==> src/rtl/backbone_pkg.sv <==
`default_nettype none
// ============================================================================
// Module   : backbone_pkg
// Brief    : Shared scheduler state encoding and tile request record.
// Revision : 1.0
// ============================================================================
package backbone_pkg;

    localparam int unsigned C_ROWS  = 16;
    localparam int unsigned C_COLS  = 16;
    localparam int unsigned C_K_MAX = 2048;
    localparam int unsigned C_DIM_W = 16;
    localparam int unsigned C_MT_W  = $clog2(C_ROWS + 1);
    localparam int unsigned C_NT_W  = $clog2(C_COLS + 1);
    localparam int unsigned C_KT_W  = $clog2(C_K_MAX + 1);

    typedef enum logic [3:0] {
        S_IDLE    = 4'd0,
        S_LD_REQ  = 4'd1,
        S_LD_WAIT = 4'd2,
        S_START   = 4'd3,
        S_RUN     = 4'd4,
        S_ST_REQ  = 4'd5,
        S_ST_WAIT = 4'd6,
        S_NEXT    = 4'd7,
        S_FIN     = 4'd8
    } sched_state_t;

    // Tile descriptor exchanged with the tile DMA and the store unit.
    typedef struct packed {
        logic [C_DIM_W-1:0] m0;
        logic [C_DIM_W-1:0] n0;
        logic [C_DIM_W-1:0] k0;
        logic [C_MT_W-1:0]  mt;
        logic [C_NT_W-1:0]  nt;
        logic [C_KT_W-1:0]  kt;
        logic               accum;
    } tile_req_t;

endpackage
`default_nettype wire

==> src/rtl/tile_index_gen.sv <==
`default_nettype none
// ============================================================================
// Module   : tile_index_gen
// Brief    : m/n/k tile origin counters (k innermost) with min() extents.
// Revision : 1.0
// ============================================================================
module tile_index_gen #(
    parameter int unsigned ROWS  = 16,
    parameter int unsigned COLS  = 16,
    parameter int unsigned K_MAX = 2048,
    parameter int unsigned DIM_W = 16,
    localparam int unsigned MT_W = $clog2(ROWS + 1),
    localparam int unsigned NT_W = $clog2(COLS + 1),
    localparam int unsigned KT_W = $clog2(K_MAX + 1)
) (
    input  logic             clk,
    input  logic             rst_n,
    input  logic             load_i,
    input  logic             advance_i,
    input  logic [DIM_W-1:0] dim_m_i,
    input  logic [DIM_W-1:0] dim_n_i,
    input  logic [DIM_W-1:0] dim_k_i,
    output logic [DIM_W-1:0] m0_o,
    output logic [DIM_W-1:0] n0_o,
    output logic [DIM_W-1:0] k0_o,
    output logic [MT_W-1:0]  mt_o,
    output logic [NT_W-1:0]  nt_o,
    output logic [KT_W-1:0]  kt_o,
    output logic             last_o
);
    typedef logic [DIM_W:0] ext_t;

    localparam ext_t             C_ROWS_X = ext_t'(ROWS);
    localparam ext_t             C_COLS_X = ext_t'(COLS);
    localparam ext_t             C_KMAX_X = ext_t'(K_MAX);
    localparam logic [DIM_W-1:0] C_MSTEP  = DIM_W'(ROWS);
    localparam logic [DIM_W-1:0] C_NSTEP  = DIM_W'(COLS);
    localparam logic [DIM_W-1:0] C_KSTEP  = DIM_W'(K_MAX);

    logic [DIM_W-1:0] dim_m_q, dim_n_q, dim_k_q;
    logic [DIM_W-1:0] m0_q, n0_q, k0_q;
    ext_t             w_rem_m, w_rem_n, w_rem_k;
    logic             w_last_m, w_last_n, w_last_k;

    // One extra bit keeps the remainder exact up to dimension 2^DIM_W-1.
    assign w_rem_m  = {1'b0, dim_m_q} - {1'b0, m0_q};
    assign w_rem_n  = {1'b0, dim_n_q} - {1'b0, n0_q};
    assign w_rem_k  = {1'b0, dim_k_q} - {1'b0, k0_q};
    assign w_last_m = (w_rem_m <= C_ROWS_X);
    assign w_last_n = (w_rem_n <= C_COLS_X);
    assign w_last_k = (w_rem_k <= C_KMAX_X);

    assign mt_o   = w_last_m ? w_rem_m[MT_W-1:0] : MT_W'(ROWS);
    assign nt_o   = w_last_n ? w_rem_n[NT_W-1:0] : NT_W'(COLS);
    assign kt_o   = w_last_k ? w_rem_k[KT_W-1:0] : KT_W'(K_MAX);
    assign last_o = w_last_m & w_last_n & w_last_k;
    assign m0_o   = m0_q;
    assign n0_o   = n0_q;
    assign k0_o   = k0_q;

    always_ff @(posedge clk) begin
        if (!rst_n) begin
            dim_m_q <= '0;
            dim_n_q <= '0;
            dim_k_q <= '0;
            m0_q    <= '0;
            n0_q    <= '0;
            k0_q    <= '0;
        end else if (load_i) begin
            dim_m_q <= dim_m_i;
            dim_n_q <= dim_n_i;
            dim_k_q <= dim_k_i;
            m0_q    <= '0;
            n0_q    <= '0;
            k0_q    <= '0;
        end else if (advance_i) begin
            if (!w_last_k) begin
                k0_q <= k0_q + C_KSTEP;
            end else begin
                k0_q <= '0;
                if (!w_last_n) begin
                    n0_q <= n0_q + C_NSTEP;
                end else begin
                    n0_q <= '0;
                    m0_q <= w_last_m ? '0 : m0_q + C_MSTEP;
                end
            end
        end
    end

endmodule
`default_nettype wire

==> src/rtl/gemm_tile_scheduler.sv <==
`default_nettype none
// ============================================================================
// Module   : gemm_tile_scheduler
// Brief    : Walks a full GEMM as core-sized tiles: load, launch, store.
// Revision : 1.0
// ============================================================================
module gemm_tile_scheduler
    import backbone_pkg::*;
#(
    parameter int unsigned ROWS  = 16,
    parameter int unsigned COLS  = 16,
    parameter int unsigned K_MAX = 2048,
    parameter int unsigned DIM_W = 16,
    localparam int unsigned MT_W = $clog2(ROWS + 1),
    localparam int unsigned NT_W = $clog2(COLS + 1),
    localparam int unsigned KT_W = $clog2(K_MAX + 1)
) (
    input  logic             clk,
    input  logic             rst_n,
    input  logic             cmd_valid,
    output logic             cmd_ready,
    input  logic [DIM_W-1:0] cmd_m,
    input  logic [DIM_W-1:0] cmd_n,
    input  logic [DIM_W-1:0] cmd_k,
    output logic             ld_req_valid,
    input  logic             ld_req_ready,
    output logic [DIM_W-1:0] ld_req_m0,
    output logic [DIM_W-1:0] ld_req_n0,
    output logic [DIM_W-1:0] ld_req_k0,
    output logic [MT_W-1:0]  ld_req_mt,
    output logic [NT_W-1:0]  ld_req_nt,
    output logic [KT_W-1:0]  ld_req_kt,
    input  logic             ld_done,
    output logic             core_start,
    output logic [MT_W-1:0]  core_cfg_m,
    output logic [NT_W-1:0]  core_cfg_n,
    output logic [KT_W-1:0]  core_cfg_k,
    input  logic             core_done,
    output logic             st_req_valid,
    input  logic             st_req_ready,
    output logic [DIM_W-1:0] st_req_m0,
    output logic [DIM_W-1:0] st_req_n0,
    output logic [MT_W-1:0]  st_req_mt,
    output logic [NT_W-1:0]  st_req_nt,
    output logic             st_req_accum,
    input  logic             st_done,
    output logic             busy,
    output logic             done,
    output logic             err_zero
);
    sched_state_t     state_q, state_d;
    logic             err_q, err_d;
    logic [MT_W-1:0]  cfg_m_q;
    logic [NT_W-1:0]  cfg_n_q;
    logic [KT_W-1:0]  cfg_k_q;
    logic             w_load, w_advance, w_cfg_load, w_zero, w_last;
    logic [DIM_W-1:0] w_m0, w_n0, w_k0;
    logic [MT_W-1:0]  w_mt;
    logic [NT_W-1:0]  w_nt;
    logic [KT_W-1:0]  w_kt;

    tile_index_gen #(
        .ROWS  (ROWS),
        .COLS  (COLS),
        .K_MAX (K_MAX),
        .DIM_W (DIM_W)
    ) u_idx (
        .clk       (clk),
        .rst_n     (rst_n),
        .load_i    (w_load),
        .advance_i (w_advance),
        .dim_m_i   (cmd_m),
        .dim_n_i   (cmd_n),
        .dim_k_i   (cmd_k),
        .m0_o      (w_m0),
        .n0_o      (w_n0),
        .k0_o      (w_k0),
        .mt_o      (w_mt),
        .nt_o      (w_nt),
        .kt_o      (w_kt),
        .last_o    (w_last)
    );

    assign w_zero = (cmd_m == '0) || (cmd_n == '0) || (cmd_k == '0);

    always_comb begin
        state_d    = state_q;
        err_d      = err_q;
        w_load     = 1'b0;
        w_advance  = 1'b0;
        w_cfg_load = 1'b0;
        unique case (state_q)
            S_IDLE: begin
                if (cmd_valid) begin
                    w_load = 1'b1;
                    err_d  = w_zero;
                    // A zero-size command passes through NEXT so done lands two cycles after accept.
                    state_d = w_zero ? S_NEXT : S_LD_REQ;
                end
            end
            S_LD_REQ:  if (ld_req_ready) state_d = S_LD_WAIT;
            S_LD_WAIT: begin
                if (ld_done) begin
                    w_cfg_load = 1'b1;
                    state_d    = S_START;
                end
            end
            S_START:   state_d = S_RUN;
            S_RUN:     if (core_done) state_d = S_ST_REQ;
            S_ST_REQ:  if (st_req_ready) state_d = S_ST_WAIT;
            S_ST_WAIT: if (st_done) state_d = S_NEXT;
            S_NEXT: begin
                w_advance = ~err_q;
                state_d   = (err_q || w_last) ? S_FIN : S_LD_REQ;
            end
            S_FIN:     state_d = S_IDLE;
            default:   state_d = S_IDLE;
        endcase
    end

    always_ff @(posedge clk) begin
        if (!rst_n) begin
            state_q <= S_IDLE;
            err_q   <= 1'b0;
            cfg_m_q <= '0;
            cfg_n_q <= '0;
            cfg_k_q <= '0;
        end else begin
            state_q <= state_d;
            err_q   <= err_d;
            if (w_cfg_load) begin
                cfg_m_q <= w_mt;
                cfg_n_q <= w_nt;
                cfg_k_q <= w_kt;
            end
        end
    end

    assign cmd_ready    = (state_q == S_IDLE) & rst_n;
    assign ld_req_valid = (state_q == S_LD_REQ);
    assign core_start   = (state_q == S_START);
    assign st_req_valid = (state_q == S_ST_REQ);
    assign done         = (state_q == S_FIN);
    assign err_zero     = (state_q == S_FIN) & err_q;
    assign busy         = (state_q != S_IDLE);

    assign ld_req_m0    = w_m0;
    assign ld_req_n0    = w_n0;
    assign ld_req_k0    = w_k0;
    assign ld_req_mt    = w_mt;
    assign ld_req_nt    = w_nt;
    assign ld_req_kt    = w_kt;
    assign core_cfg_m   = cfg_m_q;
    assign core_cfg_n   = cfg_n_q;
    assign core_cfg_k   = cfg_k_q;
    assign st_req_m0    = w_m0;
    assign st_req_n0    = w_n0;
    assign st_req_mt    = w_mt;
    assign st_req_nt    = w_nt;
    assign st_req_accum = (w_k0 != '0);

endmodule
`default_nettype wire

==> config.mk <==
export PLATFORM = sky130hd
export DESIGN_NAME = gemm_tile_scheduler
export DESIGN_NICKNAME = d
export VERILOG_FILES = /design/src/rtl/backbone_pkg.sv /design/src/rtl/tile_index_gen.sv /design/src/rtl/gemm_tile_scheduler.sv
export SDC_FILE = /design/constraint.sdc
export NUM_CORES = 1
export LEC_CHECK = 0
export CAP_MARGIN = 20
export CORE_ASPECT_RATIO = 1.4
export CORE_MARGIN = 2
export CORE_UTILIZATION = 35
export CTS_BUF_LIST = sky130_fd_sc_hd__clkbuf_16
export DETAILED_ROUTE_END_ITERATION = 7
export PLACE_DENSITY = 0.64
export SYNTH_ARGS = -nofsm -noshare
export SYNTH_HDL_FRONTEND = slang
export SYNTH_SLANG_ARGS = --single-unit
==> constraint.sdc <==
create_clock -name clk -period 4.2 [get_ports clk]
set_input_delay 1.26 -clock clk [delete_from_list [all_inputs] [get_ports clk]]
set_output_delay 1.26 -clock clk [all_outputs]
set_load 0.1 [all_outputs]
==> impl_results.md <==
- PD cells: 436 nW/µm²
- Comb pwr share: 0.527
- Tot GR Track Use: 0.204
- EDFF count, synth: 0
- Leak Pwr: 3.74 nW
- Sw power: 1.90 mW
- CTS root buf: clkbuf_16
- CP Class: flip-flop to output port
- Vias in the first global route: 6177
- Pin count of the biggest net entering global routing: 34
- I/O pins: 198
- Setup Viol. Count Final: 19
- Failing checks: setup timing
- Switch share: 0.446
- HP Class: flip-flop to flip-flop
- Cell family with most CP delay: simple AND/OR/NAND/NOR gates
- CP Capture Type: output port
- ANT nets after route: 0
- Int Pwr: 2.36 mW
- Initial antenna violation count: 1
- Final clock skew: 0.0123 ns
- DR top layer: met5
- Met3 Wirelength: 832 µm
- Final GP Congestion: 0.931
- Synthesized area: 6720 µm²
- Top-count cell post-synth: dfxtp_1
- Crit path launch type: flip-flop
- H-tree levels: 3
- FF+latch count, synth: 104
- Clock share of power: 0.202
- Peak VDD IR: 0.224 mV
- Tmin final: 4.42 ns
- Yosys top cell area share: 0.310
- Remaining Overflow, GRT: 0
- Met2 WL post-DR: 11.2 mm
- Die area: 20300 µm²
- Final instance area: 9780 µm²
- Max frequency: 226 MHz
- Req. time, crit path: 2.94 ns
- CTS tree: yes
- Num Clock Sinks: 104
- Async SR Flop Fraction: 0
- Crit-path max cell delay: 0.52 ns
- Max Cap Viol: 0
- Buf+Inv Stages, Crit Path: 2
- Fin. Hold Viols: 0
- Area occupied by multi-input gates: 4420 µm²
- Global-route wire length before repair: 32.8 mm
- Post-synth top cells: dfxtp_1 (104), buf_4 (61), nor2_1 (59)
- Vias post-DR: 6399
- YS warnings: 0
- Max-slew violations: 0
- DRT Pass-1 Iters: 4
- Fraction of layout cells with a size suffix above 1: 0.232
- Die Y: 168 µm
- Clk buf depth: 2
- Register area share after synthesis: 0.310
- Via/cell ratio: 5.22
- DIE WIDTH: 121 µm
- Clock slew at reported path FFs: 0.08 ns
- Flop pwr share: 0.271
- RSZ-0062 raised after global routing: true
- Final period util: 1.05
- Area contributors post-synth: dfxtp_1 (31%), buf_4 (6.8%), ha_1 (6.7%)
- Max_slew headroom: 0.288
- Distinct cells, synth: 71
- Clock Latency Late Sink: 0.36 ns
- Setup slack after layout: -0.221 ns
- Fillcell total: 1744
- Post-DP HPWL: 16.3 mm
- Main synth FF type: dfxtp_1
- CP Max Fanout: 4
- Initial drt markers: 262
- Area Growth Syn to Fin: 45.5%
- Ordered list of cells on the worst path: inv_4, ha_4, a21o_1, or4_4, a311oi_2, o2111ai_2, or4_4, nor3_4, buf_12
- Synth Instances: 815
- DP Area: 9110 µm²
- Reg2reg setup slack: 0.32 ns
- Wire per inst: 17.3 µm
- Final WL: 21.2 mm
- Row cnt: 60
- Register area: 2170 µm²
- PortBufs: 170
- Initial Utilization: 0.354
- Worst EP arrival: 3.16 ns
- Post-synth top area cell: dfxtp_1
- Post-cts hold buffer count: 0
- N_diodes: 0
- Total core area: 19000 µm²
- CTS Buf Count: 9
- Power Total: 4.26 mW
- Outcome: finished with violations
- Post-route DRC: 0
- Mapped Avg Cell Area: 8.25 µm²
- Final net count: 1066
- M1 wire length: 8.51 mm
- CP max stage cell: or4_4
- Most used cell, CP: or4_4
- Worst Tran Pin Value: 1.06 ns
metal layers:
metal,GRT usage,vias up
met3,0.0335,40
met1,0.229,3019
met4,0.0870,2
met5,0,-
li1,-,3180
met2,0.374,158
state kept, by name, summed over array words and instances, names as in the netlist:
register       count
u_idx.dim_k_q     16
u_idx.dim_m_q     16
u_idx.dim_n_q     16
core_cfg_k        12
u_idx.m0_o        12
u_idx.n0_o        12
core_cfg_m         5
core_cfg_n         5
u_idx.k0_o         5
state_q            4
err_q              1
final timing paths:
kind,startpoint,to,depth (start not counted)
worst max-delay path,u_idx.m0_o[5],ld_req_mt[1],9
worst min-delay path,core_cfg_k[2],core_cfg_k[2],2
worst max register to register,u_idx.n0_o[12],u_idx.m0_o[7],11
worst min register to register,core_cfg_k[2],core_cfg_k[2],2
metrics by stage:
stage               setup WS (ns)  utilization  setup TNS, ns  instances  hold WS [ns]
floorplan                  -0.601            -          -4.24        844         0.449
CTS                        -0.276        0.508          -2.99       1224         0.467
global placement           0.0790        0.480              0       1195         0.453
detailed placement         0.0384        0.480              0       1195         0.455
global route               -0.332        0.515          -4.70       1227         0.481
finish                     -0.221        0.515          -2.26       1227         0.462
power groups by stage:
stage               Clock, mW  Combinational (mW)  Sequential [mW]
global route            0.914                2.40             1.17
finish                  0.859                2.25             1.15
detailed placement          0                2.07             1.17
global placement            0                2.07             1.17
CTS                     0.880                2.17             1.15
floorplan                   0                1.50             1.17
worst min-delay path, stage by stage (launching register included):
cell      delay, ns
dfxtp_1        0.31
nand2_1        0.04
a21boi_0       0.06
layout make-up:
type,count,share of cell area
Multi-Input combinational cell,594,0.452
Timing Repair Buffer,219,0.246
Sequential cell,104,0.222
Tap cell,248,0.0317
Clock buffer,9,0.0230
Inverter,46,0.0193
Clock inverter,7,0.00640
cell usage in the layout (no fill, tap or decap), types with 16 or more instances in the layout:
master	n
inv_1	37
conb_1	31
ha_1	16
xnor2_1	23
a22o_1	49
buf_12	34
o21ai_0	25
buf_4	53
a21oi_1	27
nor4_1	21
nand2_1	52
nand3_1	28
dfxtp_1	75
nor2_1	54
clkdlybuf4s50_1	129
dfxtp_4	21
repair_timing:
action / in CTS / in global routing
hold endpoints to repair: 0 / 0
setup endpoints to repair: 21 / 30
pin swaps: 7 / 5
cloned: 0 / 0
buffers inserted: 13 / 3
resized for setup: 36 / 20
logic make-up (layout without fill, tap and decap cells):
| family | after synthesis | after routing | share of synthesized area |
|---|---|---|---|
| compound gates | 198 | 198 | 0.216 |
| xor+xnor | 31 | 31 | 0.0404 |
| fa+ha+maj | 37 | 37 | 0.0685 |
| buf+inv | 146 | 281 | 0.120 |
| flops | 104 | 104 | 0.310 |
| mux | 11 | 11 | 0.0188 |
| other cells | 2 | 31 | 0.00112 |
| simple gates | 286 | 286 | 0.225 |
(Power assumes the default switching activity.)
==> patch 1: new RTL, same flow settings <==
`ROWS` is set to 16 in 2 places; all go to 8.
--- a/src/rtl/tile_index_gen.sv
+++ b/src/rtl/tile_index_gen.sv
@@ -5,7 +5,7 @@
 // Revision : 1.0
 // ============================================================================
 module tile_index_gen #(
-    parameter int unsigned ROWS  = 16,
+    parameter int unsigned ROWS  = 8,
     parameter int unsigned COLS  = 16,
     parameter int unsigned K_MAX = 2048,
     parameter int unsigned DIM_W = 16,
--- a/src/rtl/gemm_tile_scheduler.sv
+++ b/src/rtl/gemm_tile_scheduler.sv
@@ -7,7 +7,7 @@
 module gemm_tile_scheduler
     import backbone_pkg::*;
 #(
-    parameter int unsigned ROWS  = 16,
+    parameter int unsigned ROWS  = 8,
     parameter int unsigned COLS  = 16,
     parameter int unsigned K_MAX = 2048,
     parameter int unsigned DIM_W = 16,
Interface: changed (resized core_cfg_m, ld_req_mt and st_req_mt); port bits go from 198 to 195. No check against the original RTL was run, so the function may have changed too.
==> patch 1 against the unedited design <==
  * The run still ends with setup timing left
  * Cell area rose by 2.4%
  * Routed wire length up 3.4%
  * Synthesized area up 0.89%
  * Combinational power rose by 37%
  * Worst setup slack improved by 0.056 ns
  * Total power is 21% higher
  * Sequential power up 5%
  * Non-clock buffer count up 2
  * First-iteration DRC count up 12%
  * Clock skew up 0.0022 ns
  * Sequential cell count stayed put
  * Core utilization grew 0.81 points
  * Register-to-register slack improved by 0.37 ns
  * Maximum frequency rose by 1.3%
  * Largest cell class unchanged
  * Largest power group unchanged
==> patch 1: results (changes against the unedited design) <==
status complete, but fails checks; Final Setup Violations 8 (-11); IO buf count 169 (-0.59%); Routed wire per std cell 17.3 µm (+0.18%); share of cells above drive strength 1 24.0% (+0.78 points); GR Util met1 25.0% (+2.1 points); Critical Path AT 3.10 ns (-0.06 ns); reg2reg setup slack 0.69 ns (+0.37 ns); Syn Inst Count 847 (+3.9%); nets@finish 1106 (+3.8%); Slew HR 30.7% (+1.9 points); antenna violations before repair 0 (-1); global placement routability congestion 0.889 (-4.5%); placed cells 1223 (+2.3%); clock skew 0.0145 ns (+0.00222 ns); leakage 0.00365 µW (-2.3%); Commonest cells post-synth dfxtp_1 (104), nand2_1 (75), buf_4 (59); Critical Path End ld_req_mt[2]; met3 Resource Use GR 2.96% (-0.39 points); reg-to-reg endpoint u_idx.n0_o[12]$_SDFFE_PP0P_; Seq/Total Area, Yosys 30.7% (-0.27 points); first-pass iteration count of the detailed router 5 (+1); sw power 2410 µW (+27%); DP Area 9230 µm² (+1.2%); failing checks setup timing; critical path's largest stage delay 0.59 ns (+0.07 ns); first-pass GRT wire length 33500 µm (+2.2%); Cell variety after synth 66 (-7.0%); Tot GR Track Use 20.9% (+0.52 points); post-DR vias/cell 5.39 (+3.4%); M2 GR Usage 36.7% (-0.71 points); setup ws final -0.165 ns (+0.0561 ns); setup_tns -1.19 ns (+1.07 ns); peak supply drop 0.000616 V (+170%); top post-synthesis cells by area dfxtp_1 (31%), ha_1 (6.8%), buf_4 (6.5%), a22o_1 (5.4%), nand2_1 (4.2%); crit path from u_idx.m0_o[4]$_SDFFE_PP0P_
==> patch 1: cell count changes after synthesis, moves of 8 or more <==
cell,before,now
a21boi_0,14,2
a21oi_1,31,56
nand2_1,56,75
nor2_1,59,47
nor4_1,22,31
o21ai_0,27,35
o31ai_1,15,2
==> patch 1: power groups by stage <==
stage,Sequential (µW),Clock (µW),Combinational (µW)
detailed placement,1220,0,2740
global route,1220,910,3300
CTS,1200,881,2860
floorplan,1210,0,2010
finish,1210,858,3090
global placement,1220,0,2740
==> patch 1: cell type report <==
type	count	area, µm²
fillers	1799	9130
repair buffers	221	2380
clock buffers	9	225
flip-flops and latches	104	2170
well taps	248	310
clock inverters	7	70.1
inverters	53	204
multi-input cells	624	4650
==> patch 1: what timing repair did <==
action	in CTS	in global routing
setup endpoints to repair	30	27
resized for setup	22	29
pin swaps	14	13
buffers inserted	11	16
==> patch 1: worst min-delay path by stage <==
| stage | depth (start not counted) | slack (ns) | endpoint |
|---|---|---|---|
| final | 2 | 0.46 | core_cfg_n[2]$_SDFFE_PN0P_ |
| after global routing | 2 | 0.48 | core_cfg_k[10]$_SDFFE_PN0P_ |
| after CTS | 2 | 0.46 | core_cfg_k[2]$_SDFFE_PN0P_ |
| after detailed placement | 2 | 0.45 | core_cfg_k[2]$_SDFFE_PN0P_ |
| after global placement | 2 | 0.44 | core_cfg_n[2]$_SDFFE_PN0P_ |
| after floorplan | 2 | 0.45 | core_cfg_m[0]$_SDFFE_PN0P_ |
==> patch 1: stage by stage <==
stage | worst slack, ns | hold slack, ns | utilization [%]
final | -0.165 | 0.457 | 52.3
after global routing | -0.261 | 0.480 | 52.3
after CTS | -0.165 | 0.458 | 50.8
after detailed placement | 0.127 | 0.446 | 48.2
after global placement | 0.150 | 0.439 | 48.2
after floorplan | -0.424 | 0.448 | -
==> patch 1: worst max-delay path, delay by kind of cell, from the launching register on <==
| family | cells | cell delay, ns |
|---|---|---|
| buffers and inverters | 2 | 0.23 |
| adders and majority gates | 1 | 0.24 |
| and+or+nand+nor | 4 | 1.36 |
| DFF | 1 | 0.36 |
| AOI/OAI and AO/OA | 3 | 0.54 |
==> patch 1: kinds of logic (layout without fill, tap and decap cells) <==
family | count (synthesis) | after routing | share of synthesized area [%]
simple gates | 304 | 304 | 23.4
mux | 14 | 14 | 2.10
buf+inv | 146 | 290 | 11.5
xor+xnor | 27 | 27 | 3.49
flops | 104 | 104 | 30.7
compound gates | 212 | 212 | 21.7
fa+ha+maj | 38 | 38 | 6.98
other cells | 2 | 29 | 0.111
==> patch 1: layer usage <==
layer,wire (µm),vias up,part of all wire (%)
met5,0,-,0
met4,855,0,3.9
met3,922,44,4.2
met2,11100,210,51
met1,9080,3223,41
li1,-,3351,-
==> patch 2: new RTL, same flow settings <==
Made on the original files. The 9 states of `sched_state_t` get a one-hot encoding in 9 bits.
--- a/src/rtl/backbone_pkg.sv
+++ b/src/rtl/backbone_pkg.sv
@@ -14,16 +14,16 @@
     localparam int unsigned C_NT_W  = $clog2(C_COLS + 1);
     localparam int unsigned C_KT_W  = $clog2(C_K_MAX + 1);
 
-    typedef enum logic [3:0] {
-        S_IDLE    = 4'd0,
-        S_LD_REQ  = 4'd1,
-        S_LD_WAIT = 4'd2,
-        S_START   = 4'd3,
-        S_RUN     = 4'd4,
-        S_ST_REQ  = 4'd5,
-        S_ST_WAIT = 4'd6,
-        S_NEXT    = 4'd7,
-        S_FIN     = 4'd8
+    typedef enum logic [8:0] {
+        S_IDLE    = 9'b000000001,
+        S_LD_REQ  = 9'b000000010,
+        S_LD_WAIT = 9'b000000100,
+        S_START   = 9'b000001000,
+        S_RUN     = 9'b000010000,
+        S_ST_REQ  = 9'b000100000,
+        S_ST_WAIT = 9'b001000000,
+        S_NEXT    = 9'b010000000,
+        S_FIN     = 9'b100000000
     } sched_state_t;
 
     // Tile descriptor exchanged with the tile DMA and the store unit.
Formal check against the unedited RTL: same outputs for any inputs over 4 cycles, from zero or initial values and one cycle with rst_n low; so few cycles prove little.
==> patch 2 against the unedited design <==
  * Maximum frequency rose by 6.4%
  * Total power rose by 18%
  * Synthesized area rose by 9.5%
  * Cell area rose by 6.4%
  * Sequential cell count rose by 5
  * Routed wire length rose by 10%
  * Worst setup slack improved by 0.27 ns
  * Clock skew rose by 0.00070 ns
  * Count of clock-buffer cells in the layout rose by 1
  * Critical path type unchanged
  * Largest power group unchanged
==> patch 2: results (changes against the unedited design) <==
Hold Path Depth 2 (unchanged); Worst R2R Start u_idx.n0_o[4]$_SDFFE_PP0P_; hold crit path type reg2reg; first-pass iteration count of the detailed router 4 (unchanged); via count of the first global-routing pass 7029 (+14%); peak supply drop 0.000306 V (+36%); vias 7086 (+11%); cts bufs inserted 9 (unchanged); pin count of the biggest net entering global routing 85 (+150%); Routed wire per std cell 17.3 µm (+0.24%); Hold Startpoint core_cfg_k[6]$_SDFFE_PN0P_; filler cell count 1978 (+13%); Final HPWL DP 17900 µm (+9.9%); worst r2r path cells 10 (-1); antenna violations before repair 0 (-1); leakage 0.00372 µW (-0.45%); H-tree levels 3 (unchanged); critical path peak fanout 5 (+1); top flop regs u_idx.dim_k_q x16, u_idx.dim_m_q x16, u_idx.dim_n_q x16; Critical Path AT 2.89 ns (-0.27 ns); 1st-iter DRT viols 335 (+28%); Max clock buf depth 2 (unchanged); Async SR Flop Fraction 0% (unchanged); status finished, final reports clean; clk_lat worst skew 0.37 ns; Seq/Total Area, Yosys 29.7% (-1.3 points); crit path from u_idx.m0_o[14]$_SDFFE_PP0P_; global placement routability congestion 0.925 (-0.62%); share of cells above drive strength 1 21.7% (-1.5 points); Cell variety after synth 76 (+7.0%); IO buf count 170 (unchanged); top post-synthesis cells by area dfxtp_1 (30%), nand2_1 (8.4%), a21boi_0 (6.8%), buf_4 (6.3%), ha_1 (6.1%); clock skew 0.0130 ns (+0.000702 ns); Inserted Diodes 0 (unchanged); Worst setup SP type register; DP Area 9720 µm² (+6.6%); first-pass GRT wire length 36400 µm (+11%); root buffer cell clkbuf_16; slew at the pin with the worst max-slew slack 1.02 ns (-0.0447 ns); Tot GR Track Use 20.6% (+0.22 points); Commonest cells post-synth nand2_1 (164), dfxtp_1 (109), a21boi_0 (67); nets@finish 1180 (+11%)
## patch 2: cell count changes after synthesis, sizes merged, moves of 6 or more
cell and delta:
a21boi +54, nand2 +108, a22o -49, nand4 +6, nor3b +9, o31ai -15, or4 -9, o21ai +8
nor4 +7, o22ai +6
## patch 2: final timing paths
kind	to	slack [ns]
worst max-delay path	st_req_mt[1]	0.05
worst min-delay path	core_cfg_k[6]$_SDFFE_PN0P_	0.47
worst max register to register	u_idx.n0_o[11]$_SDFFE_PP0P_	0.88
worst min register to register	core_cfg_k[6]$_SDFFE_PN0P_	0.47
## patch 2: layer usage
metal	vias to the layer above	track usage, %	part of all wire [%]
met3	42	2.71	4.5
met5	-	0	0
met2	217	38.8	53
met1	3334	23.3	39
met4	0	7.92	2.9
li1	3493	-	-
## patch 2: worst max-delay path: stages (launching register included)
cell and delay (ns):
dfxtp_4 0.39, inv_1 0.05, ha_1 0.36, nand2_1 0.10, o2111a_1 0.27, a41o_1 0.22
o21ai_0 0.18, nand4b_1 0.18, nor4_4 0.18, buf_6 0.17, nor2b_4 0.22, buf_12 0.20
## patch 2: per-stage QoR
stage               std cells  power, µW  setup TNS [ns]  utilization, %  setup WS [ns]
global route             1349       5290          -0.648            50.6         -0.115
global placement         1320       3880               0            47.3          0.250
floorplan                 976       3220          -0.960               -         -0.263
CTS                      1342       4840          -0.250            49.4        -0.0790
finish                   1349       5010               0            50.6         0.0464
detailed placement       1320       3890               0            47.3          0.228
## patch 2: cells by family (layout without fill, tap and decap cells)
kind of cell,after synthesis,count (layout),share of synthesized area [%]
buffers and inverters,147,264,11.0
XOR/XNOR,36,36,4.29
adder cells (fa/ha/maj),37,37,6.26
AO/OA/AOI/OAI,198,198,19.3
multiplexers,9,9,1.26
AND/OR/NAND/NOR,409,409,28.0
flip-flops,109,109,29.7
other,2,31,0.102
## patch 2: layout make-up
class / instances / area [µm²] / area share [%]
Tap cell: 256 / 320 / 3.08
Multi-Input combinational cell: 720 / 5070 / 48.7
Clock inverter: 6 / 51.3 / 0.493
Inverter: 50 / 206 / 1.98
Sequential cell: 109 / 2280 / 21.9
Timing Repair Buffer: 198 / 2230 / 21.4
Clock buffer: 10 / 250 / 2.40
## patch 2: power by group
group	leakage [µW]	switching, µW	internal (µW)
Combinational	0.00266	1760	1130
Clock	0.000155	445	450
Sequential	0.000908	111	1120
## patch 2: repair_timing
item / in CTS / in global routing
setup endpoints to repair: 26 / 29
pin swaps: 6 / 21
gates resized for setup: 24 / 37
buffers inserted: 6 / 7
